**src/rtl/decompose_seq.sv**
```systemverilog
// Iterative binary-to-BCD converter (double dabble, one bit per clock) with
// per-digit tube pattern encoding, leading-zero blanking and overflow flag.
module decompose_seq #(
    parameter int IN_WIDTH = 21,
    parameter int DIGITS   = 8,
    parameter int SEG_BITS = 8
) (
    input  logic                         clk,
    input  logic                         rst_n,
    input  logic                         start,
    input  logic [IN_WIDTH-1:0]          x,
    input  logic                         lz_blank,
    output logic                         busy,
    output logic                         done,
    output logic                         overflow,
    output logic [4*DIGITS-1:0]          bcd_out,
    output logic [SEG_BITS*DIGITS-1:0]   seg_out
);

    localparam int CNT_W = $clog2(IN_WIDTH + 1);

    localparam logic [SEG_BITS-1:0] SEG_EMP   = SEG_BITS'(8'h00);
    localparam logic [SEG_BITS-1:0] SEG_ZERO  = SEG_BITS'(8'h3F);
    localparam logic [SEG_BITS-1:0] SEG_ONE   = SEG_BITS'(8'h06);
    localparam logic [SEG_BITS-1:0] SEG_TWO   = SEG_BITS'(8'h5B);
    localparam logic [SEG_BITS-1:0] SEG_THREE = SEG_BITS'(8'h4F);
    localparam logic [SEG_BITS-1:0] SEG_FOUR  = SEG_BITS'(8'h66);
    localparam logic [SEG_BITS-1:0] SEG_FIVE  = SEG_BITS'(8'h6D);
    localparam logic [SEG_BITS-1:0] SEG_SIX   = SEG_BITS'(8'h7D);
    localparam logic [SEG_BITS-1:0] SEG_SEVEN = SEG_BITS'(8'h07);
    localparam logic [SEG_BITS-1:0] SEG_EIGHT = SEG_BITS'(8'h7F);
    localparam logic [SEG_BITS-1:0] SEG_NINE  = SEG_BITS'(8'h6F);

    typedef enum logic [1:0] {
        IDLE   = 2'd0,
        SHIFT  = 2'd1,
        ENCODE = 2'd2
    } state_t;

    state_t                       state_q, state_d;
    logic [IN_WIDTH-1:0]          shift_q, shift_d;
    logic [4*DIGITS-1:0]          bcd_q, bcd_d;
    logic                         guard_q, guard_d;
    logic [CNT_W-1:0]             cnt_q, cnt_d;
    logic                         lz_q, lz_d;
    logic                         busy_q, busy_d;
    logic                         done_q, done_d;
    logic                         ovf_q, ovf_d;
    logic [4*DIGITS-1:0]          bcd_out_q, bcd_out_d;
    logic [SEG_BITS*DIGITS-1:0]   seg_out_q, seg_out_d;

    logic [4*DIGITS-1:0]          bcd_adj;
    logic [SEG_BITS*DIGITS-1:0]   seg_enc;
    logic [SEG_BITS*DIGITS-1:0]   seg_all_emp;

    function automatic logic [SEG_BITS-1:0] enc_digit(input logic [3:0] d);
        logic [SEG_BITS-1:0] p;
        case (d)
            4'd0:    p = SEG_ZERO;
            4'd1:    p = SEG_ONE;
            4'd2:    p = SEG_TWO;
            4'd3:    p = SEG_THREE;
            4'd4:    p = SEG_FOUR;
            4'd5:    p = SEG_FIVE;
            4'd6:    p = SEG_SIX;
            4'd7:    p = SEG_SEVEN;
            4'd8:    p = SEG_EIGHT;
            4'd9:    p = SEG_NINE;
            default: p = SEG_EMP;
        endcase
        return p;
    endfunction

    always_comb begin
        bcd_adj = '0;
        for (int unsigned i = 0; i < DIGITS; i++) begin
            if (bcd_q[4*i +: 4] >= 4'd5)
                bcd_adj[4*i +: 4] = bcd_q[4*i +: 4] + 4'd3;
            else
                bcd_adj[4*i +: 4] = bcd_q[4*i +: 4];
        end
    end

    always_comb begin
        seg_all_emp = '0;
        for (int unsigned i = 0; i < DIGITS; i++)
            seg_all_emp[SEG_BITS*i +: SEG_BITS] = SEG_EMP;
    end

    // Walk from the top digit down; digits stay blank until the first nonzero
    // digit is met, and digit 0 always counts as significant.
    always_comb begin
        logic        seen;
        logic [3:0]  nib;
        int unsigned idx;
        seg_enc = '0;
        seen    = 1'b0;
        nib     = '0;
        idx     = 0;
        for (int unsigned k = 0; k < DIGITS; k++) begin
            idx = DIGITS - 1 - k;
            nib = bcd_q[4*idx +: 4];
            if (nib != 4'd0 || idx == 0)
                seen = 1'b1;
            if (lz_q && !seen)
                seg_enc[SEG_BITS*idx +: SEG_BITS] = SEG_EMP;
            else
                seg_enc[SEG_BITS*idx +: SEG_BITS] = enc_digit(nib);
        end
    end

    always_comb begin
        state_d   = state_q;
        shift_d   = shift_q;
        bcd_d     = bcd_q;
        guard_d   = guard_q;
        cnt_d     = cnt_q;
        lz_d      = lz_q;
        busy_d    = busy_q;
        done_d    = 1'b0;
        ovf_d     = ovf_q;
        bcd_out_d = bcd_out_q;
        seg_out_d = seg_out_q;
        case (state_q)
            IDLE: begin
                if (start) begin
                    shift_d = x;
                    bcd_d   = '0;
                    guard_d = 1'b0;
                    cnt_d   = CNT_W'(IN_WIDTH);
                    lz_d    = lz_blank;
                    busy_d  = 1'b1;
                    state_d = SHIFT;
                end
            end
            SHIFT: begin
                // {guard, bcd, shift} <<= 1 after the add-3 adjustment
                guard_d = guard_q | bcd_adj[4*DIGITS-1];
                if (DIGITS * 4 > 1)
                    bcd_d = {bcd_adj[4*DIGITS-2:0], shift_q[IN_WIDTH-1]};
                shift_d = {shift_q[IN_WIDTH-2:0], 1'b0};
                cnt_d   = cnt_q - CNT_W'(1);
                if (cnt_q == CNT_W'(1))
                    state_d = ENCODE;
            end
            ENCODE: begin
                done_d  = 1'b1;
                busy_d  = 1'b0;
                ovf_d   = guard_q;
                if (guard_q) begin
                    bcd_out_d = '1;
                    seg_out_d = seg_all_emp;
                end else begin
                    bcd_out_d = bcd_q;
                    seg_out_d = seg_enc;
                end
                state_d = IDLE;
            end
            default: state_d = IDLE;
        endcase
    end

    always_ff @(posedge clk or negedge rst_n) begin
        if (!rst_n) begin
            state_q   <= IDLE;
            shift_q   <= '0;
            bcd_q     <= '0;
            guard_q   <= 1'b0;
            cnt_q     <= '0;
            lz_q      <= 1'b0;
            busy_q    <= 1'b0;
            done_q    <= 1'b0;
            ovf_q     <= 1'b0;
            bcd_out_q <= '0;
            seg_out_q <= seg_all_emp;
        end else begin
            state_q   <= state_d;
            shift_q   <= shift_d;
            bcd_q     <= bcd_d;
            guard_q   <= guard_d;
            cnt_q     <= cnt_d;
            lz_q      <= lz_d;
            busy_q    <= busy_d;
            done_q    <= done_d;
            ovf_q     <= ovf_d;
            bcd_out_q <= bcd_out_d;
            seg_out_q <= seg_out_d;
        end
    end

    assign busy     = busy_q;
    assign done     = done_q;
    assign overflow = ovf_q;
    assign bcd_out  = bcd_out_q;
    assign seg_out  = seg_out_q;

endmodule

```
**config.mk**
```make
export PLATFORM = sky130hd
export DESIGN_NAME = decompose_seq
export DESIGN_NICKNAME = d
export VERILOG_FILES = /design/src/rtl/decompose_seq.sv
export SDC_FILE = /design/constraint.sdc
export NUM_CORES = 1
export LEC_CHECK = 0
export BUFFER_PORTS_ARGS = -buffer_cell sky130_fd_sc_hd__buf_2
export CAP_MARGIN = 40
export CORE_MARGIN = 8
export CORE_UTILIZATION = 61
export CTS_BUF_LIST = sky130_fd_sc_hd__clkbuf_4 sky130_fd_sc_hd__clkbuf_8 sky130_fd_sc_hd__clkbuf_16
export CTS_CLUSTER_SIZE = 30
export DETAILED_ROUTE_END_ITERATION = 10
export GPL_TIMING_DRIVEN = 0
export MAX_ROUTING_LAYER = met4
export PLACE_DENSITY = 0.85
export REMOVE_ABC_BUFFERS = 1
export SLEW_MARGIN = 0
export SYNTH_ARGS = -nofsm -noshare
export SYNTH_HDL_FRONTEND = slang
export SYNTH_SLANG_ARGS = --single-unit
```
**constraint.sdc**
```tcl
create_clock -name clk -period 7.4 [get_ports clk]
set_input_delay 1.48 -clock clk [delete_from_list [all_inputs] [get_ports clk]]
set_output_delay 1.48 -clock clk [all_outputs]
set_load 0.01 [all_outputs]
```
==> flow_summary.json <==
{
  "finClkSkew_ns": 0.00757,
  "finalSetupViolCount": 0,
  "synth_largest_area_cell": "dfrtp_1",
  "placed_cells_incl_taps": 1083,
  "route.detailed.drc": 0,
  "final_cell_mix": "dfrtp_1, nand2_1, buf_2",
  "maxClockFrequency_mhz": 336,
  "floorplan_row_count": 41,
  "place.port_buffers": 115,
  "timing.hold.worst.class": "reg -> reg",
  "timing.critical_path.fanout_max": 7,
  "synth.top_cells.by_area": "dfrtp_1, ha_1, nand2_1",
  "switching_power_mw": 1.39,
  "number_of_nets_with_antenna_violations_after_detailed_routing": 0,
  "tightest_slew_ns": 0.860,
  "timing.hold.ws_ns": 0.463,
  "finalWorstPathRequiredPeriod_ns": 2.97,
  "layoutNonFillerInstCount": 1115,
  "min_path_cells": 2,
  "layout.cells.most_common": "dfrtp_1",
  "die_x_um": 129,
  "post_drt_via_cell_ratio": 5.62,
  "placed_area_um2": 8470,
  "grt_pass1_vias": 6087,
  "grt_antenna_before_repair": 0,
  "post_synth.cell_area_avg_um2": 9.20,
  "cp_top_family": "simple AND/OR/NAND/NOR gates",
  "timing.critical_path.from_type": "register",
  "p_seq_share_pct": 37.2,
  "globalRouteOverflowTotal": 0,
  "hpwlAfterDp_um": 12200,
  "tritoncts": "done",
  "setup.worst_path.end_class": "register",
  "post_drt_wl_per_cell_um": 16.3,
  "dr_total_vias": 6265,
  "synth_cell_types": 50,
  "cts_num_sinks": 153,
  "postSynth.asyncResetShare_pct": 100,
  "crit-reg2reg-capture": "seg_out[8]",
  "cp_slowest_cell": "or4b_1",
  "clock_tree.htree_level_count": 4,
  "clkSlewWorstSetupHoldPaths_ns": 0.06,
  "drive_above_1_share_pct": 18.0,
  "worstPathRequired_ns": 7.68,
  "worstPathArrival_ns": 3.26,
  "synthesis.area_um2": 7730,
  "fp.dieArea_um2": 16500,
  "wire_length_of_the_first_global_routing_pass_um": 29900,
  "layout.cell_area.non_filler_um2": 9110,
  "first_pass_iters": 5,
  "reg2reg_from": "bcd_q[24]",
  "cts_repair_resize_count": 0,
  "cts_hold_repair.buffers": 0,
  "clk_latency_ns": 0.42,
  "num_io_pins": 124,
  "leakage_dissipation_nw": 4.29,
  "max_stage_delay_ns": 0.71,
  "worst-r2r-setup-slack_ns": 4.43,
  "final_min_period_over_clock_period_pct": 40.2,
  "timing.critical_path.cells": "inv_1 -> ha_1 -> or3b_2 -> or4b_1 -> o31ai_2 -> o21ai_0",
  "crit_type": "reg -> reg",
  "hold_viol_final": 0,
  "maxCapViolations": 0,
  "number_of_cell_instances_on_the_worst_register_to_register_path": 6,
  "power_switching_share_pct": 38.4,
  "dr.first_iter.drc_count": 515,
  "number_of_enable_flip_flop_cells_after_synthesis": 0,
  "syn_to_final_growth_pct": 17.8,
  "vertical_extent_of_the_die_um": 129,
  "num-nets-final": 1006,
  "totalWireLength_um": 18200,
  "clock_path_buffers": 2,
  "slew_headroom_pct": 42.7,
  "final_max_slew_viol_count": 0,
  "grt_max_degree": 88,
  "power_density_nw_per_um2": 399,
  "internal_power_mw": 2.24,
  "post_cts_buffers": 0,
  "gp_congestion": 0.862,
  "insertedDiodeCount": 0,
  "synth-main-ff-cell": "dfrtp_1",
  "vdd_drop_max_mv": 0.214,
  "total_power_mw": 3.63,
  "grt_setup_unrepaired": "no",
  "starting_utilization_of_the_core_area_pct": 61.7,
  "worstHoldStart": "seg_out[20]",
  "core_um2": 12500,
  "inserted_clock_buffers": 17,
  "comb_power_share_pct": 37.4,
  "yosysWarnings": 0,
  "hold_path_end": "seg_out[20]",
  "cts_root_buffer": "clkbuf_16",
  "grt_usage_pct": 23.3,
  "syn_inst": 840,
  "synth_sequential_area_ratio_pct": 49.5,
  "netlist.area_leader.share_pct": 49.5,
  "clockPowerShare_pct": 25.4,
  "yosys_register_bits": 153,
  "setup-tns-final_ns": 0,
  "run_status": "complete, no violations",
  "crit_buf_inv": 1
}
metal layers:
metal	global-route usage, %	wire [µm]	vias up
li1	-	-	3035
met1	28.2	7810	2996
met2	37.0	8780	206
met3	5.79	1260	28
met4	8.85	344	0
met5	-	0	-
power by group through the flow:
stage          Combinational [mW]  Clock, mW  Sequential, mW
2_1_floorplan               0.957          0            1.32
3_3_place_gp                 1.27          0            1.34
3_5_place_dp                 1.33          0            1.35
4_1_cts                      1.35      0.932            1.35
5_1_grt                      1.54      0.966            1.39
6_report                     1.36      0.923            1.35
worst reg2reg max path: cells and delay by family, from the launching register on:
family          cells  cell delay [ns]
buf+inv             1             0.19
simple gates        2             1.20
compound gates      2             0.71
fa+ha+maj           1             0.27
flops               1             0.46
worst max-delay path by stage:
stage	start	to	slack [ns]	depth (start not counted)
2_1_floorplan	start	bcd_q[2]	3.66	3
3_3_place_gp	state_q[0]	seg_out[58]	1.85	4
3_5_place_dp	start	bcd_q[27]	4.16	5
4_1_cts	bcd_q[24]	seg_out[8]	4.44	6
5_1_grt	bcd_q[24]	seg_out[16]	4.29	6
6_report	bcd_q[24]	seg_out[8]	4.43	6
kinds of logic (layout without fill, tap and decap cells):
logic type               after synthesis  after routing  share of synthesized area [%]
other                                  1              8                         0.0485
AO/OA/AOI/OAI                        234            234                           17.9
adder cells (fa/ha/maj)               51             51                           8.26
buffers and inverters                 97            193                           5.21
flip-flops                           153            153                           49.5
XOR/XNOR                              14             14                           1.59
multiplexers                           9              9                           1.18
AND/OR/NAND/NOR                      281            281                           16.3
sequential cells by signal, summed over array words and instances, names as in the netlist:
name / count
bcd_out: 32
bcd_q: 32
busy: 1
cnt_q: 5
done: 1
guard_q: 1
lz_q: 1
overflow: 1
seg_out: 56
shift_q: 21
state_q: 2
synth_stat cells (all sizes together), types with 11 or more instances:
cell	number
dfrtp	153
nand2	117
o21ai	88
nor2	83
a21oi	67
ha	51
clkbuf	47
inv	36
a31oi	20
nand3	19
nand2b	17
buf	12
o21bai	11
o31ai	11
metrics by stage:
stage / util [%] / setup WS [ns]
2_1_floorplan: - / 3.66
3_3_place_gp: 66.2 / 1.85
3_5_place_dp: 67.7 / 4.16
4_1_cts: 72.8 / 4.44
5_1_grt: 72.8 / 4.29
6_report: 72.8 / 4.43
cell type report:
cell class                      instances  area (µm²)
Inverter                               38         143
Clock inverter                          8         143
Timing Repair Buffer                  123         738
Clock buffer                           24         490
Sequential cell                       153        3830
Fill cell                             969        3410
Tap cell                              172         215
Multi-Input combinational cell        597        3550
(Power assumes the default switching activity.)
